===== src/rtl/reg_8_bit.sv =====
// Parallel-load register with load enable and async active-low clear; one-clock load latency, clear acts immediately.
// No flow control: Load is the only qualifier. Optional even-parity output Q_par under REG_8_BIT_PARITY_EN.
// Port order CLK, Load, not_reset, D, Q[, Q_par] is fixed so positional five-port instances keep working.
module reg_8_bit #(
    parameter int                 WIDTH       = 8,
    parameter logic [WIDTH-1:0]   RESET_VALUE = {WIDTH{1'b0}}
) (
    input  logic             CLK,
    input  logic             Load,
    input  logic             not_reset,
    input  logic [WIDTH-1:0] D,
    output logic [WIDTH-1:0] Q
`ifdef REG_8_BIT_PARITY_EN
    ,
    output logic             Q_par
`endif
);

    always_ff @(posedge CLK or negedge not_reset) begin
        if (!not_reset) begin
            Q <= RESET_VALUE;
        end else if (Load) begin
            Q <= D;
        end
    end

`ifdef REG_8_BIT_PARITY_EN
    // Derived from Q alone, so it tracks the clear value during reset too.
    assign Q_par = ^Q;
`endif

endmodule


===== config.mk =====
export PLATFORM = sky130hd
export DESIGN_NAME = reg_8_bit
export DESIGN_NICKNAME = d
export VERILOG_FILES = /design/src/rtl/reg_8_bit.sv
export SDC_FILE = /design/constraint.sdc
export NUM_CORES = 1
export LEC_CHECK = 0
export CAP_MARGIN = 25
export CELL_PAD_IN_SITES_DETAIL_PLACEMENT = 0
export CELL_PAD_IN_SITES_GLOBAL_PLACEMENT = 1
export CORE_AREA = 2 2 39 41
export DETAILED_ROUTE_END_ITERATION = 16
export DIE_AREA = 0 0 41 43
export PLACE_DENSITY = 0.75
export SLEW_MARGIN = 20
export SYNTH_ARGS = -nofsm -noshare
export SYNTH_HDL_FRONTEND = slang
export SYNTH_SLANG_ARGS = --single-unit

===== constraint.sdc =====
create_clock -name CLK -period 0.9 [get_ports CLK]
set_clock_uncertainty 0.1 [all_clocks]
set_input_delay 0.135 -clock CLK [delete_from_list [all_inputs] [get_ports CLK]]
set_output_delay 0.135 -clock CLK [all_outputs]
set_load 0.05 [all_outputs]

==> out/results.tsv, run 1 <==
metric	value	unit
dieHeight	43	um
antenna_found_initial	0	
max_cap_violations	0	
grt.met2_usage	14.7	%
nNetsFinal	54	
use_met1	12.6	%
globalRouteTotalUtil	10.2	%
synth_top_area_share	60.4	%
die-area	1760	um2
root_buffer	clkbuf_4	
ant_nets	0	
num_antenna_cells	0	
post-route-drc-count	0	
seq_area	210	um2
leakage	0.307	nW
grt_pass1_vias	286	
rsz0062_at_grt	yes	
synth-seq-area-share	60.4	%
critPathKind	flop to output port	
yosysTopAreaCell	dfrtp_1	
htreeDepth	1	
ys_seq_elements	8	
area_delta_synth_final	106	%
grt_max_degree	9	
synth.avg_cell_area	19.5	um2
clock_path_buffers	2	
via_per_inst	4.12	
yosysUniqueCellTypes	3	
p_total	0.00114	W
period_share	117	%
largestRegisters	Q x8	
cp.required	660	ps
syn_area	332	um2
cp_cell_sequence	buf_12	
gr-usage-met3	5.24	%
num_rows	14	
core-area	1380	um2
synth_top_cells_by_area	dfrtp_1 60%, mux2_4 36%, buf_6 3.4%	
min_path_type	primary input to async pin	
pin_count	19	
drive_above_1_share	75.6	%
violations	negative setup slack	
cts.clk_slew.worst_paths	50	ps
worst_pin_slew	109	ps
largest_register_ffs	8	
yosys_warnings	0	
fmax	0.947	GHz
initial_utilization	24.0	%
hpwlAfterDp	549	um
fp.dieW	41	um
numCtsBuffers	3	
critPathMaxStageDelay	420	ps
overflow	0	
drt-wirelength-per-cell	11.9	um
mostFrequentLayoutCells	9 x clkdlybuf4s50_1, 9 x buf_12, 8 x dfrtp_2, 8 x mux2_4, 3 x clkbuf_4	
clk_latency	240	ps
fin_ws	-156	ps
multiInputGateArea	120	um2
slew_viol_final	0	
status	finished with violations	
crit_arrival	820	ps
post-place-ws	-417	ps
slowest_stage	dfrtp_2	
timing.critical_path.buf_inv	1	
fillCellCount	120	
via_count	235	
path_delay_family	flip-flops	
cts_tree	done	
grt-busiest-layer	met2	
max-slew-margin-rel	92.7	%
regMostFlops	Q	
worst_setup_path_end_kind	output port	
cts_sinks	8	
setup_viol	16	
routed_wl	676	um
peakVddDrop	0.891	mV
layout_min_cycle_time	1060	ps
crit_fanout	2	
gp_congestion	0.621	
worstSetupStartpointType	flop	
syn_inst	17	
firstDrtPassIters	1	
final-hold-violation-count	0	
grt_pass1_wl	1.18	mm
synthesis.nets	28	
portBuffers	18	
pwr_density_cell	1670	nW/um2
drt_iter0_markers	0	
-- per-stage QoR --
| stage | cells | utilization (%) | hold slack (ps) | cell area [um2] | TNS (ps) |
|---|---|---|---|---|---|
| 6_report | 57 | 49.3 | 72.3 | 682 | -1460 |
| 5_1_grt | 57 | 49.3 | 88.7 | 682 | -1830 |
| 4_1_cts | 56 | 48.5 | 70.2 | 671 | -1460 |
| 3_5_place_dp | 52 | 46.1 | 331 | 638 | -3310 |
| 3_3_place_gp | 52 | 46.1 | 329 | 638 | -3240 |
| 2_1_floorplan | 17 | - | -261 | 342 | -876 |
-- cell usage after synthesis --
cell type,n
mux2_4,8
dfrtp_1,8
buf_6,1
-- per-layer routing --
metal  routed length (um)  part of all wire (%)
met5                    0                     0
met3                   62                   9.2
met1                  279                    41
met2                  334                    49
met4                    0                     0
-- timing repair --
item | in CTS | in global routing
hold buffers | 0 | 0
setup buffers | 1 | 1
endpoints found under the setup margin | 16 | 16
gates resized for setup | 2 | 1
-- layout make-up --
class / count / share of cell area [%]
clock buffer: 3 / 3.30
multi-input combinational: 8 / 17.6
timing repair buffer: 22 / 45.3
tap: 16 / 2.94
sequential: 8 / 30.8
-- where the power goes --
part	leakage, nW	switching [W]	internal, W
logic	0.207	0.000181	0.000253
registers	0.0855	0.0000421	0.000404
clock network	0.0138	0.000108	0.000152
total	0.307	0.000331	0.000809
-- worst paths after layout --
| path | from | endpoint | slack (ps) | depth (start not counted) |
|---|---|---|---|---|
| setup / recovery | Q[1] | Q[1] | -160 | 1 |
| max in group asynchronous | not_reset | Q[3] | 490 | 2 |
| hold reg to reg | Q[2] | Q[2] | 450 | 1 |
| min in group CLK | Load | Q[0] | 360 | 3 |
| setup reg to reg | Q[5] | Q[5] | -110 | 2 |
| hold / removal | not_reset | Q[6] | 70 | 2 |
-- cell families after synthesis --
kind of cell / count (synthesis) / share of synthesized area (%)
multiplexers: 8 / 36.2
flip-flops: 8 / 60.4
buffers and inverters: 1 / 3.40
Note: power is estimated with default switching activity, not from simulation.
==> run 2, diff against run 1 <==
--- a/config.mk
+++ b/config.mk
@@ -12,6 +12,7 @@
 export DETAILED_ROUTE_END_ITERATION = 16
 export DIE_AREA = 0 0 41 43
 export PLACE_DENSITY = 0.75
+export SKIP_LAST_GASP = 1
 export SLEW_MARGIN = 20
 export SYNTH_ARGS = -nofsm -noshare
 export SYNTH_HDL_FRONTEND = slang
==> constraint.sdc (replaced) <==
create_clock -name CLK -period 1 [get_ports CLK]
set_clock_uncertainty 0.1 [all_clocks]
set_input_delay 0.15 -clock CLK [delete_from_list [all_inputs] [get_ports CLK]]
set_output_delay 0.15 -clock CLK [all_outputs]
set_load 0.05 [all_outputs]
==> run 2 against run 1 <==
Against the previous run: the flow still finishes with violations (negative setup slack); combinational power decreased by 9.7%; largest cell class unchanged; register-to-register slack improved by 70 ps; power decreased by 9.7%.
==> out/results.tsv, run 2 (synthesis results as in run 1) <==
metric	value	unit
regMostFlops	Q	
layout_min_cycle_time	1070	ps
final.setup.tns	-604	ps
post-place-ws	-333	ps
numCtsBuffers	3	
grt_pass1_vias	272	
globalRouteTotalUtil	10.1	%
status	finished with violations	
post-route-drc-count	0	
final-hold-violation-count	0	
min_path_type	primary input to async pin	
pwr-share-comb	38.1	%
drt_iter0_markers	0	
firstDrtPassIters	1	
pwr_density_cell	1520	nW/um2
worstSetupStartpointType	flop	
timing.critical_path.buf_inv	1	
max-slew-margin-rel	75.7	%
clock_path_buffers	2	
sw_frac_of_total	29.2	%
pin_count	19	
peakVddDrop	0.821	mV
crit_arrival	820	ps
root_buffer	clkbuf_4	
via_per_inst	4.07	
antenna_found_initial	0	
routed_wl	690	um
critPathMaxStageDelay	430	ps
hpwlAfterDp	523	um
seqPwrFrac	38.9	%
portBuffers	18	
num_rows	14	
via_count	232	
path_delay_family	flip-flops	
grt_pass1_wl	1.16	mm
leakage	0.306	nW
cp.required	750	ps
clockPowerShare	23.0	%
initial_utilization	24.0	%
mostFrequentLayoutCells	9 x clkdlybuf4s50_1, 9 x buf_12, 8 x dfrtp_2, 8 x mux2_4, 3 x clkbuf_4	
htreeDepth	1	
gp_congestion	0.621	
max_cap_violations	0	
fp.dieW	41	um
overflow	0	
period_share	107	%
largest_register_ffs	8	
num_antenna_cells	0	
slew_viol_final	0	
setup_viol	11	
worst_setup_path_end_kind	output port	
core-area	1380	um2
worstReg2RegStart	Q[6]	
fin_ws	-73.3	ps
rsz0062_at_grt	yes	
largestRegisters	Q x8	
cp_cell_sequence	buf_12	
nNetsFinal	54	
cts.clk_slew.worst_paths	50	ps
slowest_stage	dfrtp_2	
area_delta_synth_final	105	%
critPathKind	flop to output port	
ant_nets	0	
grt_max_degree	9	
violations	negative setup slack	
dieHeight	43	um
dp.cells	51	
cts_tree	done	
setup.worst_path.start	Q[1]	
clk_latency	240	ps
crit_fanout	2	
holdWs	83.7	ps
drt-wirelength-per-cell	12.1	um
die-area	1760	um2
p_switching	0.000301	W
fmax	0.932	GHz
instances_no_fill	57	
cts_sinks	8	
drive_above_1_share	75.6	%
intPower	0.000728	W
worst_pin_slew	364	ps
-- run 2: power groups by stage --
stage | Combinational (W) | Clock [W] | Sequential, W
after floorplan | 0.0000636 | 0 | 0.000502
after global placement | 0.000374 | 0 | 0.000404
after detailed placement | 0.000375 | 0 | 0.000406
after CTS | 0.000383 | 0.000247 | 0.000401
after global routing | 0.000409 | 0.000277 | 0.000403
final | 0.000392 | 0.000236 | 0.000400
-- run 2: worst paths after layout --
path	cells past startpoint	slack [ps]	endpoint
max	1	-70	Q[1]
min	1	80	Q[6]
max reg2reg	2	-40	Q[6]
min reg2reg	1	460	Q[2]
max in group asynchronous	1	430	Q[3]
min in group CLK	3	370	Q[0]
-- run 2: repair_timing --
item | in CTS | in global routing
endpoints found under the setup margin | 16 | 9
buffers inserted | 1 | 2
resized for setup | 2 | 0
hold buffers | 0 | 0
-- run 2: worst register-to-register path, cell delays in order, from the launching register on --
cell     delay [ps]
dfrtp_2         420
buf_4           140
mux2_4          260
-- run 2: layer usage --
layer | track usage [%] | share of wire [%] | vias up
li1 | - | - | 109
met1 | 13.2 | 43 | 112
met2 | 13.8 | 48 | 11
met3 | 5.24 | 8.8 | 0
met4 | 4.00 | 0 | 0
met5 | 0 | 0 | -
-- run 2: final cells by class --
cell class | instances | area [um2]
Multi-Input combinational cell | 8 | 120
Tap cell | 16 | 20.0
Fill cell | 118 | 706
Sequential cell | 8 | 210
Clock buffer | 3 | 22.5
Timing Repair Buffer | 22 | 305
-- run 2: per-stage QoR --
stage               cell area [um2]  utilization, %  total power, W
global placement                631            45.6        0.000778
finish                          678            49.0         0.00103
floorplan                       342               -        0.000565
global route                    678            49.0         0.00109
CTS                             663            47.9         0.00103
detailed placement              631            45.6        0.000781
==> edit 1 (settings of run 2) <==
The parameter `WIDTH` goes from 8 to 6.
--- a/src/rtl/reg_8_bit.sv
+++ b/src/rtl/reg_8_bit.sv
@@ -2,7 +2,7 @@
 // No flow control: Load is the only qualifier. Optional even-parity output Q_par under REG_8_BIT_PARITY_EN.
 // Port order CLK, Load, not_reset, D, Q[, Q_par] is fixed so positional five-port instances keep working.
 module reg_8_bit #(
-    parameter int                 WIDTH       = 8,
+    parameter int                 WIDTH       = 6,
     parameter logic [WIDTH-1:0]   RESET_VALUE = {WIDTH{1'b0}}
 ) (
     input  logic             CLK,
Ports: changed (resized D and Q); port bits go from 19 to 15. No check against the original RTL was run, so the function may have changed too.
==> edit 1 against run 2 <==
The flow still finishes with violations (setup timing); largest cell class unchanged; design area decreased by 19%; synthesized area fell by 24%; count of clock-buffer cells in the layout unchanged; sequential cell count shrank 2; wire length decreased by 29%; largest power group is now combinational cells; worst setup slack better by 0.015 ns; critical path type unchanged; clock power down 11%; total power down 20%.
==> edit 1: results (changes against run 2) <==
Layout
  • Antenna cells: 0 (unchanged)
  • Layout cell share with drive strength beyond 1: 77.78% (+2.2 points)
  • Top Registers: Q: 6 flops
  • Nets: 47 (-13%)
  • Filler cells: 129 (+9.3%)

CTS
  • # H-tree levels: 1 (unchanged)
  • TritonCTS Buffers: 3 (unchanged)

Yosys
  • Sequential share of the synthesized area: 59.70% (-0.68 points)
  • Async set-reset flop share out of synthesis: 100.0% (unchanged)
  • Top cell types by occurrence after synthesis: dfrtp_1 (6), mux2_4 (6), buf_6 (1)
  • Syn nets: 22 (-21%)
  • Top cells by area, synth: dfrtp_1 (60%), mux2_4 (36%), buf_6 (4.5%)
  • Synthesis Warnings: 0 (unchanged)

Route
  • DR iter-0 viols: 1 (+1)
  • First-pass iteration count of the detailed router: 2 (+1)
  • Vias per cell: 3.750 (-7.9%)
  • Detailed-route wire length: 487 um (-29%)

Timing
  • Hold WS: 0.04344 ns (-0.04027 ns)
  • # setup viols final: 12 (+1)
  • Setup TNS: -0.4746 ns (+0.1289 ns)
  • Max_slew headroom: 83.38% (+7.7 points)
  • Setup ws final: -0.05827 ns (+0.01502 ns)

Worst setup path
  • Reg2reg end: Q[2]
  • Critical R2R Launch: Q[2]
  • CP Max Fanout: 2 (unchanged)
  • Kind of cell adding the most delay to the critical path: flip-flops
  • Peak per-stage delay on the critical path: about 0.42 ns
  • Number of cells on the worst reg-to-reg path: 2 (unchanged)
  • CP max stage cell: dfrtp_2

Outcome
  • Status: finished with violations
  • Failing checks: setup timing

Global routing
  • Vias in the first global route: 202 (-26%)
  • Gr usage total: 7.817% (-2.3 points)
  • First-pass GRT wire length: 800 um (-31%)
  • Largest net degree at the start of global routing: 7 (-2)

Place
  • IO buf count: 14 (-4)
  • Routability congestion estimate from global placement: 0.6928 (+12%)

Worst hold path
  • Hold crit path type: in -> async

Pwr
  • Peak supply drop: 0.4089 mV (-50%)
  • Leak: 0.2588 nW (-15%)
  • Psw: 0.2288 mW (-24%)
edit 1: cell count changes after synthesis, sizes merged:
| cell | run 2 | this run |
|---|---|---|
| mux2 | 8 | 6 |
| dfrtp | 8 | 6 |
edit 1: per-stage QoR:
stage	cells	setup slack, ns	total power [mW]	instance area, um^2
finish	52	-0.05827	0.8239	549.3
global placement	43	-0.2847	0.5802	475.5
detailed placement	43	-0.2920	0.5838	475.5
global route	52	-0.07594	0.8585	549.3
floorplan	13	-0.009459	0.4251	259.0
CTS	52	-0.06740	0.8391	546.8
edit 1: cell type report:
type | instances | area (um^2) | share of cell area (%)
timing repair buffer | 21 | 259.0 | 47.15
sequential | 6 | 157.7 | 28.70
multi-input combinational | 6 | 90.09 | 16.40
clock buffer | 3 | 22.52 | 4.100
tap | 16 | 20.02 | 3.645
edit 1: worst max-delay path by stage:
stage,end,cells past startpoint,from,slack (ns)
after detailed placement,Q[2],3,Load,-0.29
after floorplan,Q[0],1,Q[0],-0.009
final,Q[5],1,Q[5],-0.06
after global routing,Q[1],1,Q[1],-0.08
after CTS,Q[5],1,Q[5],-0.07
after global placement,Q[0],3,Load,-0.28
edit 1: repair_timing:
| action | CTS | global route |
|---|---|---|
| buffers inserted | 6 | 0 |
| gates resized for setup | 1 | 1 |
| setup endpoints to repair | 12 | 12 |
edit 1: power by group through the flow:
stage | Sequential, mW | Clock, mW | Combinational [mW]
3_3_place_gp | 0.306 | 0 | 0.275
4_1_cts | 0.300 | 0.223 | 0.317
6_report | 0.299 | 0.211 | 0.314
3_5_place_dp | 0.308 | 0 | 0.276
5_1_grt | 0.303 | 0.228 | 0.327
2_1_floorplan | 0.376 | 0 | 0.0487
edit 1: layer usage:
metal / wire length [um] / track usage, % / vias up / share of wire, %
met3: 59 / 3.141 / 2 / 12
met1: 222 / 10.33 / 86 / 46
met2: 184 / 7.813 / 17 / 38
met5: 0 / 0 / - / 0
met4: 21 / 10.00 / 0 / 4.3
li1: - / - / 90 / -
edit 1: cell families after synthesis:
logic type | after synthesis | synth area share [%]
buffers and inverters | 1 | 4.477
DFF | 6 | 59.70
muxes | 6 | 35.82
==> edit 2 (flow settings as in run 2) <==
Without the edit above. Make the reset (`not_reset`) synchronous in one clocked block. Comments in the files are not updated.
--- a/src/rtl/reg_8_bit.sv
+++ b/src/rtl/reg_8_bit.sv
@@ -16,7 +16,7 @@
 `endif
 );
 
-    always_ff @(posedge CLK or negedge not_reset) begin
+    always_ff @(posedge CLK) begin
         if (!not_reset) begin
             Q <= RESET_VALUE;
         end else if (Load) begin
Formal check against the unedited RTL: differs if not_reset is asserted again (counterexample within 4 cycles, from zero or initial values and one cycle with not_reset low); with not_reset held inactive, the same outputs for 10 cycles.
==> edit 2 against run 2 <==
Worst setup slack improved by 0.093 ns; core utilization shrank 3.3 points; non-clock buffer count shrank 1; sequential cell count unchanged; sequential share of layout area is 4.1 points lower; combinational power down 40%; largest cell class unchanged; synthesized cell count up 47%; sequential power is 9.3% lower; design area fell by 6.8%; first-iteration DRC count increased by 1; wire length decreased by 3.9%; total power is 19% lower; hold slack improved by 0.31 ns; synthesized area is 9.1% lower.
==> edit 2: results (changes against run 2) <==
Yosys
  • Post-synth top flop: dfxtp_1
  • Sequential share of the synthesized area: 53.11% (-7.3 points)
  • Cell variety after synth: 4 (+1)
  • Syn Inst Count: 25 (+8)
  • Synthesis Warnings: 0 (unchanged)
  • Top cells by area, synth: dfxtp_1 (53%), mux2i_1 (27%), nor2b_1 (17%), buf_6 (3.7%)
  • Syn nets: 36 (+29%)
  • Async set-reset flop share out of synthesis: 0% (-100 points)
  • Top cell types by occurrence after synthesis: dfxtp_1 (8), mux2i_1 (8), nor2b_1 (8), buf_6 (1)

Route
  • DR iter-0 viols: 1 (+1)
  • Via count: 253 (+9.1%)
  • Average wire per standard cell: 10.36 um (-14%)
  • First-pass iteration count of the detailed router: 3 (+2)

Worst setup path
  • CP Max Fanout: 2 (unchanged)
  • CP arrival: 0.73 ns (-0.09 ns)
  • CP max stage cell: dfxtp_2
  • Kind of cell adding the most delay to the critical path: flip-flops
  • Peak per-stage delay on the critical path: 0.35 ns (-0.08 ns)

Worst hold path
  • Hold crit path type: in -> reg

Global routing
  • Met3 Use GR: 1.571% (-3.7 points)
  • Largest net degree at the start of global routing: 9 (unchanged)
  • Initial antenna violation count: 0 (unchanged)
  • Gr usage total: 8.753% (-1.4 points)
  • M1 GR Usage: 9.709% (-3.5 points)
  • First-pass GRT wire length: 1035 um (-11%)
  • Vias in the first global route: 255 (-6.3%)
  • M2 GR Usage: 14.06% (+0.31 points)

CTS
  • Worst skew pair latency: 0.24 ns (about the same)
  • # H-tree levels: 1 (unchanged)
  • Clock transition at the registers of the reported paths: 0.05 ns (about the same)
  • Root Driver: clkbuf_4
  • Clock buffer depth: 2 (unchanged)
  • TritonCTS Buffers: 3 (unchanged)

Place
  • IO buf count: 18 (unchanged)
  • Post-DP HPWL: 541.3 um (+3.5%)
  • Post-DP Area: 595.6 um^2 (-5.6%)
  • DP Cell Count: 60 (+18%)
  • Routability congestion estimate from global placement: 0.6207 (about the same)

Pwr
  • Sw Ratio: 25.79% (-3.5 points)
  • Leak: 0.2699 nW (-12%)
  • Peak supply drop: 0.5307 mV (-35%)

Layout
  • Nets: 61 (+13%)
  • Fin cells: 64 (+12%)
  • Filler cells: 132 (+12%)
  • Top Registers: Q: 8 flops
  • Layout cell share with drive strength beyond 1: 45.83% (-30 points)
  • Antenna cells: 0 (unchanged)

Outcome
  • Status: completed

Timing
  • Max_slew headroom: 84.42% (+8.7 points)
==> edit 2: routing by layer <==
layer,up-vias,routed length (um)
li1,128,-
met1,114,275
met2,9,318
met3,2,54
met4,0,14
met5,-,0
==> edit 2: area by class of cell <==
cell class              instances  area, um^2  share of cell area, %
well taps                      16       20.02                  3.168
repair buffers                 21       289.0                  45.74
clock buffers                   3       22.52                  3.564
flip-flops and latches          8       170.2                  26.93
multi-input cells              16       130.1                  20.59
==> edit 2: stage by stage <==
step | total power [mW] | setup slack (ns) | util, %
finish | 0.8282 | 0.01939 | 45.66
global route | 0.8704 | -0.008453 | 45.66
CTS | 0.8363 | 0.01564 | 45.12
detailed placement | 0.6030 | -0.2604 | 43.04
global placement | 0.6011 | -0.2540 | 43.04
floorplan | 0.4658 | 0.1619 | -
==> edit 2: worst paths after layout <==
path	from	end	slack, ns	depth (start not counted)
worst max-delay path	Q[0]	Q[0]	0.02	1
worst min-delay path	Load	Q[4]	0.39	4
worst max register to register	Q[5]	Q[5]	0.15	3
worst min register to register	Q[3]	Q[3]	0.44	2
==> edit 2: power groups by stage <==
stage,combinational [mW],clock [mW],sequential (mW)
floorplan,0.0414,0,0.424
global placement,0.233,0,0.368
detailed placement,0.234,0,0.369
CTS,0.237,0.237,0.362
global route,0.249,0.257,0.364
finish,0.237,0.228,0.363
==> edit 2: kinds of logic (layout without fill, tap and decap cells) <==
family	after synthesis	after routing	synth area share [%]
and+or+nand+nor	8	8	16.60
buffers and inverters	1	24	3.734
muxes	8	8	26.56
DFF	8	8	53.11
==> edit 2: timing repair <==
action | in CTS | in global routing
hold buffers | 0 | 0
endpoints found under the setup margin | 5 | 3
buffers inserted | 0 | 1
gates resized for setup | 3 | 0
